[src/rtl/mem_wb_pipe_stage_if.sv]
// MEM->WB stage bus: upstream entry handshake, downstream writeback handshake,
// flush control and occupancy status.
interface mem_wb_pipe_stage_if #(
    parameter int XLEN       = 32,
    parameter int REG_ADDR_W = 5
);
    logic                  flush;
    logic                  in_valid;
    logic                  in_ready;
    logic [XLEN-1:0]       in_alu;
    logic [XLEN-1:0]       in_mem;
    logic [REG_ADDR_W-1:0] in_rd;
    logic                  in_regwrite;
    logic                  in_memtoreg;
    logic                  out_valid;
    logic                  out_ready;
    logic [REG_ADDR_W-1:0] out_rd;
    logic                  out_regwrite;
    logic [XLEN-1:0]       out_wb_data;
    logic [1:0]            occ;

    modport master (
        output flush,
        output in_valid,
        output in_alu,
        output in_mem,
        output in_rd,
        output in_regwrite,
        output in_memtoreg,
        output out_ready,
        input  in_ready,
        input  out_valid,
        input  out_rd,
        input  out_regwrite,
        input  out_wb_data,
        input  occ
    );

    modport slave (
        input  flush,
        input  in_valid,
        input  in_alu,
        input  in_mem,
        input  in_rd,
        input  in_regwrite,
        input  in_memtoreg,
        input  out_ready,
        output in_ready,
        output out_valid,
        output out_rd,
        output out_regwrite,
        output out_wb_data,
        output occ
    );
endinterface

[src/rtl/mem_wb_pipe_stage.sv]
// Stallable, flushable MEM->WB pipeline stage with optional 2-entry skid buffer.
// The head entry drives the RF write port; bubbles and x0 never write.
module mem_wb_pipe_stage #(
    parameter int XLEN       = 32,
    parameter int REG_ADDR_W = 5,
    parameter bit SKID_EN    = 1'b1
) (
    input logic                clk,
    input logic                rst_n,
    mem_wb_pipe_stage_if.slave bus
);

    typedef enum logic [1:0] {
        EMPTY = 2'd0,
        ONE   = 2'd1,
        FULL  = 2'd2
    } state_t;

    typedef struct packed {
        logic [XLEN-1:0]       alu;
        logic [XLEN-1:0]       mem;
        logic [REG_ADDR_W-1:0] rd;
        logic                  regwrite;
        logic                  memtoreg;
    } entry_t;

    state_t state;
    state_t state_nxt;

    entry_t main_q;
    entry_t skid_q;
    entry_t in_entry;

    logic in_fire;
    logic out_fire;
    logic in_ready_int;
    logic out_valid_int;
    logic load_main_in;
    logic load_main_skid;
    logic load_skid;

    assign in_entry = '{
        alu:      bus.in_alu,
        mem:      bus.in_mem,
        rd:       bus.in_rd,
        regwrite: bus.in_regwrite,
        memtoreg: bus.in_memtoreg
    };

    // Acceptance: skid build decodes purely from state, otherwise look through out_ready.
    generate
        if (SKID_EN) begin : g_rdy_skid
            assign in_ready_int = (state != FULL);
        end else begin : g_rdy_flow
            assign in_ready_int = (state == EMPTY) | bus.out_ready;
        end
    endgenerate

    assign out_valid_int = (state != EMPTY);
    assign in_fire       = bus.in_valid & in_ready_int;
    assign out_fire      = out_valid_int & bus.out_ready;

    // State register.
    always_ff @(posedge clk or negedge rst_n) begin
        if (!rst_n) begin
            state <= EMPTY;
        end else begin
            state <= state_nxt;
        end
    end

    // Next state and payload load controls; flush overrides everything.
    always_comb begin
        state_nxt      = state;
        load_main_in   = 1'b0;
        load_main_skid = 1'b0;
        load_skid      = 1'b0;
        if (bus.flush) begin
            state_nxt = EMPTY;
        end else begin
            unique case (state)
                EMPTY: begin
                    if (in_fire) begin
                        state_nxt    = ONE;
                        load_main_in = 1'b1;
                    end
                end
                ONE: begin
                    if (in_fire && out_fire) begin
                        load_main_in = 1'b1;
                    end else if (in_fire && SKID_EN) begin
                        state_nxt = FULL;
                        load_skid = 1'b1;
                    end else if (out_fire) begin
                        state_nxt = EMPTY;
                    end
                end
                FULL: begin
                    if (out_fire) begin
                        state_nxt      = ONE;
                        load_main_skid = 1'b1;
                    end
                end
                default: begin
                    state_nxt = EMPTY;
                end
            endcase
        end
    end

    // Head and skid payload registers.
    always_ff @(posedge clk or negedge rst_n) begin
        if (!rst_n) begin
            main_q <= '0;
            skid_q <= '0;
        end else begin
            if (load_main_in) begin
                main_q <= in_entry;
            end else if (load_main_skid) begin
                main_q <= skid_q;
            end
            if (load_skid) begin
                skid_q <= in_entry;
            end
        end
    end

    // Occupancy decode.
    always_comb begin
        bus.occ = 2'd0;
        unique case (state)
            EMPTY:   bus.occ = 2'd0;
            ONE:     bus.occ = 2'd1;
            FULL:    bus.occ = 2'd2;
            default: bus.occ = 2'd0;
        endcase
    end

    assign bus.in_ready     = in_ready_int;
    assign bus.out_valid    = out_valid_int;
    assign bus.out_rd       = main_q.rd;
    assign bus.out_wb_data  = main_q.memtoreg ? main_q.mem : main_q.alu;
    assign bus.out_regwrite = out_valid_int & main_q.regwrite
                            & (main_q.rd != '0);

endmodule

[src/flat_wrapper.sv]
// flat-port wrapper written by rule: the top's interface ports become plain ports
module mem_wb_pipe_stage_flat 
#(
    parameter int XLEN       = 32,
    parameter int REG_ADDR_W = 5,
    parameter bit SKID_EN    = 1'b1
)
  (clk, rst_n, bus_flush, bus_in_valid, bus_in_alu, bus_in_mem, bus_in_rd, bus_in_regwrite, bus_in_memtoreg, bus_out_ready, bus_in_ready, bus_out_valid, bus_out_rd, bus_out_regwrite, bus_out_wb_data, bus_occ);
  mem_wb_pipe_stage_if #(.XLEN(XLEN), .REG_ADDR_W(REG_ADDR_W)) bus_i ();
  input logic clk;
  input logic rst_n;
  input wire logic [$bits(bus_i.flush)-1:0] bus_flush;
  input wire logic [$bits(bus_i.in_valid)-1:0] bus_in_valid;
  input wire logic [$bits(bus_i.in_alu)-1:0] bus_in_alu;
  input wire logic [$bits(bus_i.in_mem)-1:0] bus_in_mem;
  input wire logic [$bits(bus_i.in_rd)-1:0] bus_in_rd;
  input wire logic [$bits(bus_i.in_regwrite)-1:0] bus_in_regwrite;
  input wire logic [$bits(bus_i.in_memtoreg)-1:0] bus_in_memtoreg;
  input wire logic [$bits(bus_i.out_ready)-1:0] bus_out_ready;
  output wire logic [$bits(bus_i.in_ready)-1:0] bus_in_ready;
  output wire logic [$bits(bus_i.out_valid)-1:0] bus_out_valid;
  output wire logic [$bits(bus_i.out_rd)-1:0] bus_out_rd;
  output wire logic [$bits(bus_i.out_regwrite)-1:0] bus_out_regwrite;
  output wire logic [$bits(bus_i.out_wb_data)-1:0] bus_out_wb_data;
  output wire logic [$bits(bus_i.occ)-1:0] bus_occ;
  assign bus_i.flush = bus_flush;
  assign bus_i.in_valid = bus_in_valid;
  assign bus_i.in_alu = bus_in_alu;
  assign bus_i.in_mem = bus_in_mem;
  assign bus_i.in_rd = bus_in_rd;
  assign bus_i.in_regwrite = bus_in_regwrite;
  assign bus_i.in_memtoreg = bus_in_memtoreg;
  assign bus_i.out_ready = bus_out_ready;
  assign bus_in_ready = bus_i.in_ready;
  assign bus_out_valid = bus_i.out_valid;
  assign bus_out_rd = bus_i.out_rd;
  assign bus_out_regwrite = bus_i.out_regwrite;
  assign bus_out_wb_data = bus_i.out_wb_data;
  assign bus_occ = bus_i.occ;
  mem_wb_pipe_stage #(.XLEN(XLEN), .REG_ADDR_W(REG_ADDR_W), .SKID_EN(SKID_EN)) u_core (.clk(clk), .rst_n(rst_n), .bus(bus_i));
endmodule
[config.mk]
export PLATFORM = sky130hd
export DESIGN_NAME = mem_wb_pipe_stage_flat
export DESIGN_NICKNAME = d
export VERILOG_FILES = /design/src/rtl/mem_wb_pipe_stage_if.sv /design/src/rtl/mem_wb_pipe_stage.sv /design/src/flat_wrapper.sv
export SDC_FILE = /design/constraint.sdc
export NUM_CORES = 1
export LEC_CHECK = 0
export BUFFER_PORTS_ARGS = -buffer_cell sky130_fd_sc_hd__buf_2
export CAP_MARGIN = 15
export CORE_MARGIN = 4
export CORE_UTILIZATION = 38
export DETAILED_ROUTE_END_ITERATION = 6
export SYNTH_ARGS = -nofsm -noshare
export SYNTH_HDL_FRONTEND = slang
export SYNTH_SLANG_ARGS = --single-unit
[constraint.sdc]
create_clock -name clk -period 2.6 [get_ports clk]
set_input_delay 0.26 -clock clk [delete_from_list [all_inputs] [get_ports clk]]
set_output_delay 0.26 -clock clk [all_outputs]
set_load 0.1 [all_outputs]
Word-level counts from Yosys, hierarchy flattened
Index checks and enable logic that the tools add are counted.

word-level totals
  flip-flop bits (word level) = 144
  bits of input ports = 76
  output and inout bits = 42
  word-level logic and storage cells = 49

operators by class
  eq/ne operators = 7
  multiplexer cells = 21
  bitwise gates (word level) = 4
  reduce and logical (&&, ||, !) cells = 6

operators by type and width
  cell                                                              number
  71-bit 2-to-1 mux                                                 2
  32-bit 2-to-1 mux                                                 1
  2-bit 2-to-1 mux                                                  6
  1-bit 2-to-1 mux                                                  9
  3-bit by 2-bit != test with 1-bit output (second input constant)  2
  2-bit one-hot mux with 3 select lines                             1
  5-bit nonzero test                                                1
  1-bit bitwise AND                                                 4
  4-bit by 2-bit != test with 1-bit output (second input constant)  1
  2-bit one-hot mux with 2 select lines                             1
  4-bit AND reduction                                               1
  2-bit nonzero test                                                2
  3-bit != test (second input constant)                             1
  2-bit by 1-bit == test with 1-bit output (second input constant)  1
  2-bit == test (second input constant)                             1
  2-bit logical NOT                                                 1
  2-bit != test (second input constant)                             1
  1-bit one-hot mux with 2 select lines                             1
  1-bit logical AND                                                 1

Longest topological paths before layout
  word-level depth = 7
  gate-level depth with buffers = 6
  mapped depth without buffers = 6

Worst setup path before layout
No wires, ideal clock.

  path kind = reg2reg
  start point = register u_core.state[1]
  end point = register u_core.main_q[52] (netlist bit)
  library setup time = 0.124 ns
  data arrival time = 3.479 ns
  required time = 2.476 ns
  slack = -1.003 ns
  cell stages (with the launch flop) = 7
  path buffers = 0
  period minus slack after synthesis = 3.603 ns
  path through = dfrtp_1 > inv_1 > nor2_1 > inv_1 > nor3b_1 > mux2i_1 > a21oi_1

between the ends
  longest elaborated chain between the ends = 7
  elaborated cells on any way between the ends = 17
  classes of those cells = eq/ne (3); mux (8); bitwise (2); reduce/logical (4)

ends and longest elaborated chain
  what                                                     line                      RTL
  from (decl)                                              mem_wb_pipe_stage.sv:27   state_t state;
  from (signal assigned)                                   mem_wb_pipe_stage.sv:68   state <= state_nxt;
  2-bit != test *                                          mem_wb_pipe_stage.sv:53   assign in_ready_int = (state != FULL);
  via bus_in_ready                                         flat_wrapper.sv:20        output wire logic [$bits(bus_i.in_ready)-1:0] bus_in_ready;
  1-bit bitwise AND *                                      mem_wb_pipe_stage.sv:60   assign in_fire = bus.in_valid & in_ready_int;
  1-bit logical AND                                        mem_wb_pipe_stage.sv:89   if (in_fire && out_fire) begin
  1-bit 2-to-1 mux                                         mem_wb_pipe_stage.sv:89
  1-bit one-hot mux with 2 select lines *                  mem_wb_pipe_stage.sv:81   unique case (state)
  1-bit 2-to-1 mux *                                       mem_wb_pipe_stage.sv:78   if (bus.flush) begin
  71-bit 2-to-1 mux or 2-bit nonzero test (tied branches)  n/a
  to (signal assigned)                                     mem_wb_pipe_stage.sv:118  main_q <= in_entry;
  to (signal assigned)                                     mem_wb_pipe_stage.sv:120  main_q <= skid_q;
  to (decl)                                                mem_wb_pipe_stage.sv:30   entry_t main_q;

Mark *: on every way through the listed nets, which the timed path passes. The rest lies on a longest branch.
A chain may end at the register's enable or synchronous reset.

Worst setup path after layout
  start point = register u_core.main_q[0] (netlist bit)
  end point = output bus_out_wb_data[23]

between the ends
  longest elaborated chain between the ends = 1

ends and longest elaborated chain
  what               line                      RTL
  32-bit 2-to-1 mux  mem_wb_pipe_stage.sv:142  assign bus.out_wb_data = main_q.memtoreg ? main_q.mem : main_q.alu;
  to (decl)          flat_wrapper.sv:24        output wire logic [$bits(bus_i.out_wb_data)-1:0] bus_out_wb_data;

No other way between the ends.

==> flow_summary_export.csv <==
group,metric,value,unit
outcome,status,"complete, no violations",
final_layout,area_growth_syn_to_layout,19.9,%
placement,dp.cells,768,
floorplanning,initial_core_util,0.388,
worst_setup_path,endpoint_kind,"primary output",
timing,clock.fmax,0.459,GHz
logic_synthesis,ys_seq_area_frac,0.513,
timing,final_max_slew_viol_count,0,
global_routing,antenna_found_initial,1,
logic_synthesis,synth_fp_nets,519,
logic_synthesis,synth_top_area_frac,0.513,
timing,finalHoldViolCount,0,
floorplanning,die_x,144,um
min_path,hold_class,"in -> reg",
logic_synthesis,ys_seq_elements,144,
worst_setup_path,worstPathArrival,1.92,ns
floorplanning,coreArea,18100,um2
final_layout,fin_util,0.466,
floorplanning,rows,49,
timing,hold_ws,0.0846,ns
routing,drt_pass1_iterations,4,
clock_network,clock_latency,0.41,ns
clock_network,clockBufferDepth,2,
global_routing,overflow,0,
routing,vias,3934,
final_layout,final_cells,799,
placement,post-dp-hpwl,8.88,mm
placement,place_congestion,0.719,
power_and_ir_drop,total_leakage_power,4.10,nW
routing,drt_first_iter_violations,108,
timing,setup_tns,0,ns
clock_network,cts_made_buffers,17,
clock_network,ctsRootBufferMaster,"clkbuf_16",
clock_network,cts_tree,"built",
routing,drc_errors,0,
routing,final_antenna_net_count,0,
floorplanning,die_y,144,um
logic_synthesis,netlist_instances,443,
routing,vias_per_cell,4.92,
final_layout,drive_above_1_share,0.702,
worst_setup_path,path_max_fanout,23,
timing,setup_viol,0,
clock_network,htree_levels,4,
global_routing,grt_pass1_wl,22.1,mm
job,cap_viol_max_count,0,
final_layout,most-common-layout-cells,"167 x mux2_2, 143 x dfrtp_1, 116 x buf_2",
worst_setup_path,worstPathRequired,2.34,ns
timing,rsz0062_at_grt,"no",
routing,finalWirelength,13.5,mm
clock_network,cts.sinks,144,
timing,period_share,0.838,
timing,fin_ws,0.422,ns
global_routing,grt_pass1_vias,4362,
timing,period_minus_slack,2.18,ns
placement,port_buffers,117,
power_and_ir_drop,max-vdd-ir-drop,0.527,mV
floorplanning,die-area,20700,um2
logic_synthesis,synth_area_leaders,"dfrtp_1 51%, mux2_2 27%, mux2_4 15%",
worst_setup_path,critPathKind,"reg -> out",
final_layout,nNetsFinal,635,
logic_synthesis,ys_types,26,
timing,slew_headroom,0.570,
logic_synthesis,synth_area,7030,um2
clock_network,cts_setup_buffers,0,
power_and_ir_drop,power_density,1260,nW/um2
final_layout,final_common_cell,"mux2_2",
clock_network,path_clk_slew,0.06,ns
logic_synthesis,avgSynthCellArea,15.9,um2
global_routing,grt_max_degree,72,
placement,pre_cts_ws,0.659,ns
timing,skew,0.00668,ns
logic_synthesis,yosys.area.top_type,"dfrtp_1",
timing,tightest_slew,0.645,ns
floorplanning,io_pins,118,
worst_setup_path,start_kind,"flip-flop",
final_layout,diodes,0,
logic_synthesis,yosysWarnings,0,
global_routing,grt_usage,0.138,
routing,wire_per_inst,16.8,um
[report_power, final]
group	total, mW	leakage, nW	internal [mW]	switching (mW)
sequential	3.39	1.76	3.00	0.393
clock	2.55	0.300	1.64	0.906
combinational	4.68	2.03	1.52	3.16
[cell usage after synthesis (all sizes together)]
master	number
or4	1
a211oi	1
dfrtp	144
nand2b	2
a21oi	2
clkbuf	4
nor3b	2
mux2i	2
nor2	4
nand3	1
o211a	1
o21ai	1
mux2	243
inv	2
nand2	2
buf	27
o21bai	1
or2	1
nor2b	1
and3	1
[routing by layer]
layer | track usage | vias up | share of wire
met5 | 0 | - | 0.00052
met4 | 0.0476 | 2 | 0.013
met3 | 0.0420 | 18 | 0.054
met2 | 0.239 | 77 | 0.51
met1 | 0.163 | 2002 | 0.42
li1 | - | 1835 | -
[worst max-delay path: stages, from the launching register on]
cell and delay, ns:
dfrtp_2 0.59, buf_12 0.25, mux2_2 0.37, buf_2 0.30
[cell families (layout without fill, tap and decap cells)]
logic type,Yosys count,count (layout),share of synthesized area
flops,144,144,0.513
simple gates,15,15,0.0144
mux,245,245,0.429
buf+inv,33,160,0.0367
compound gates,6,6,0.00730
[what timing repair did]
item | 4_1_cts | 5_1_grt
resized for setup | 0 | 0
hold endpoints to repair | 65 | 0
endpoints found under the setup margin | 0 | 0
hold buffers | 1 | 0
[path summary, 6_finish.rpt]
path	depth (start not counted)	slack (ns)	end	startpoint
setup / recovery	3	0.42	bus_out_wb_data[23]	u_core.main_q[0]
hold / removal	2	0.08	u_core.state[1]	bus_out_ready
setup reg to reg	5	0.66	u_core.main_q[63]	u_core.state[1]
hold reg to reg	1	0.49	u_core.main_q[56]	u_core.main_q[56]
max in group asynchronous	3	1.35	u_core.main_q[36]	rst_n
min in group asynchronous	2	0.42	u_core.main_q[26]	rst_n
[through the flow]
step | cell area [um2] | total power [mW]
floorplan | 7030 | 7.43
global placement | 7790 | 8.05
detailed placement | 7790 | 8.16
CTS | 8420 | 10.7
global route | 8420 | 11.1
finish | 8420 | 10.6
[sequential cells by signal (all words and copies together) (netlist names)]
signal and count:
u_core.main_q 66, u_core.skid_q 71, u_core.state 2, u_core.bus.out_rd 5
[layout make-up]
cell class / instances / area [um2]
fillers: 1593 / 9660
flip-flops and latches: 144 / 3600
multi-input cells: 266 / 3180
clock buffers: 19 / 453
clock inverters: 11 / 164
inverters: 2 / 7.51
well taps: 229 / 287
repair buffers: 128 / 727
Note: power is estimated with default switching activity, not from simulation.
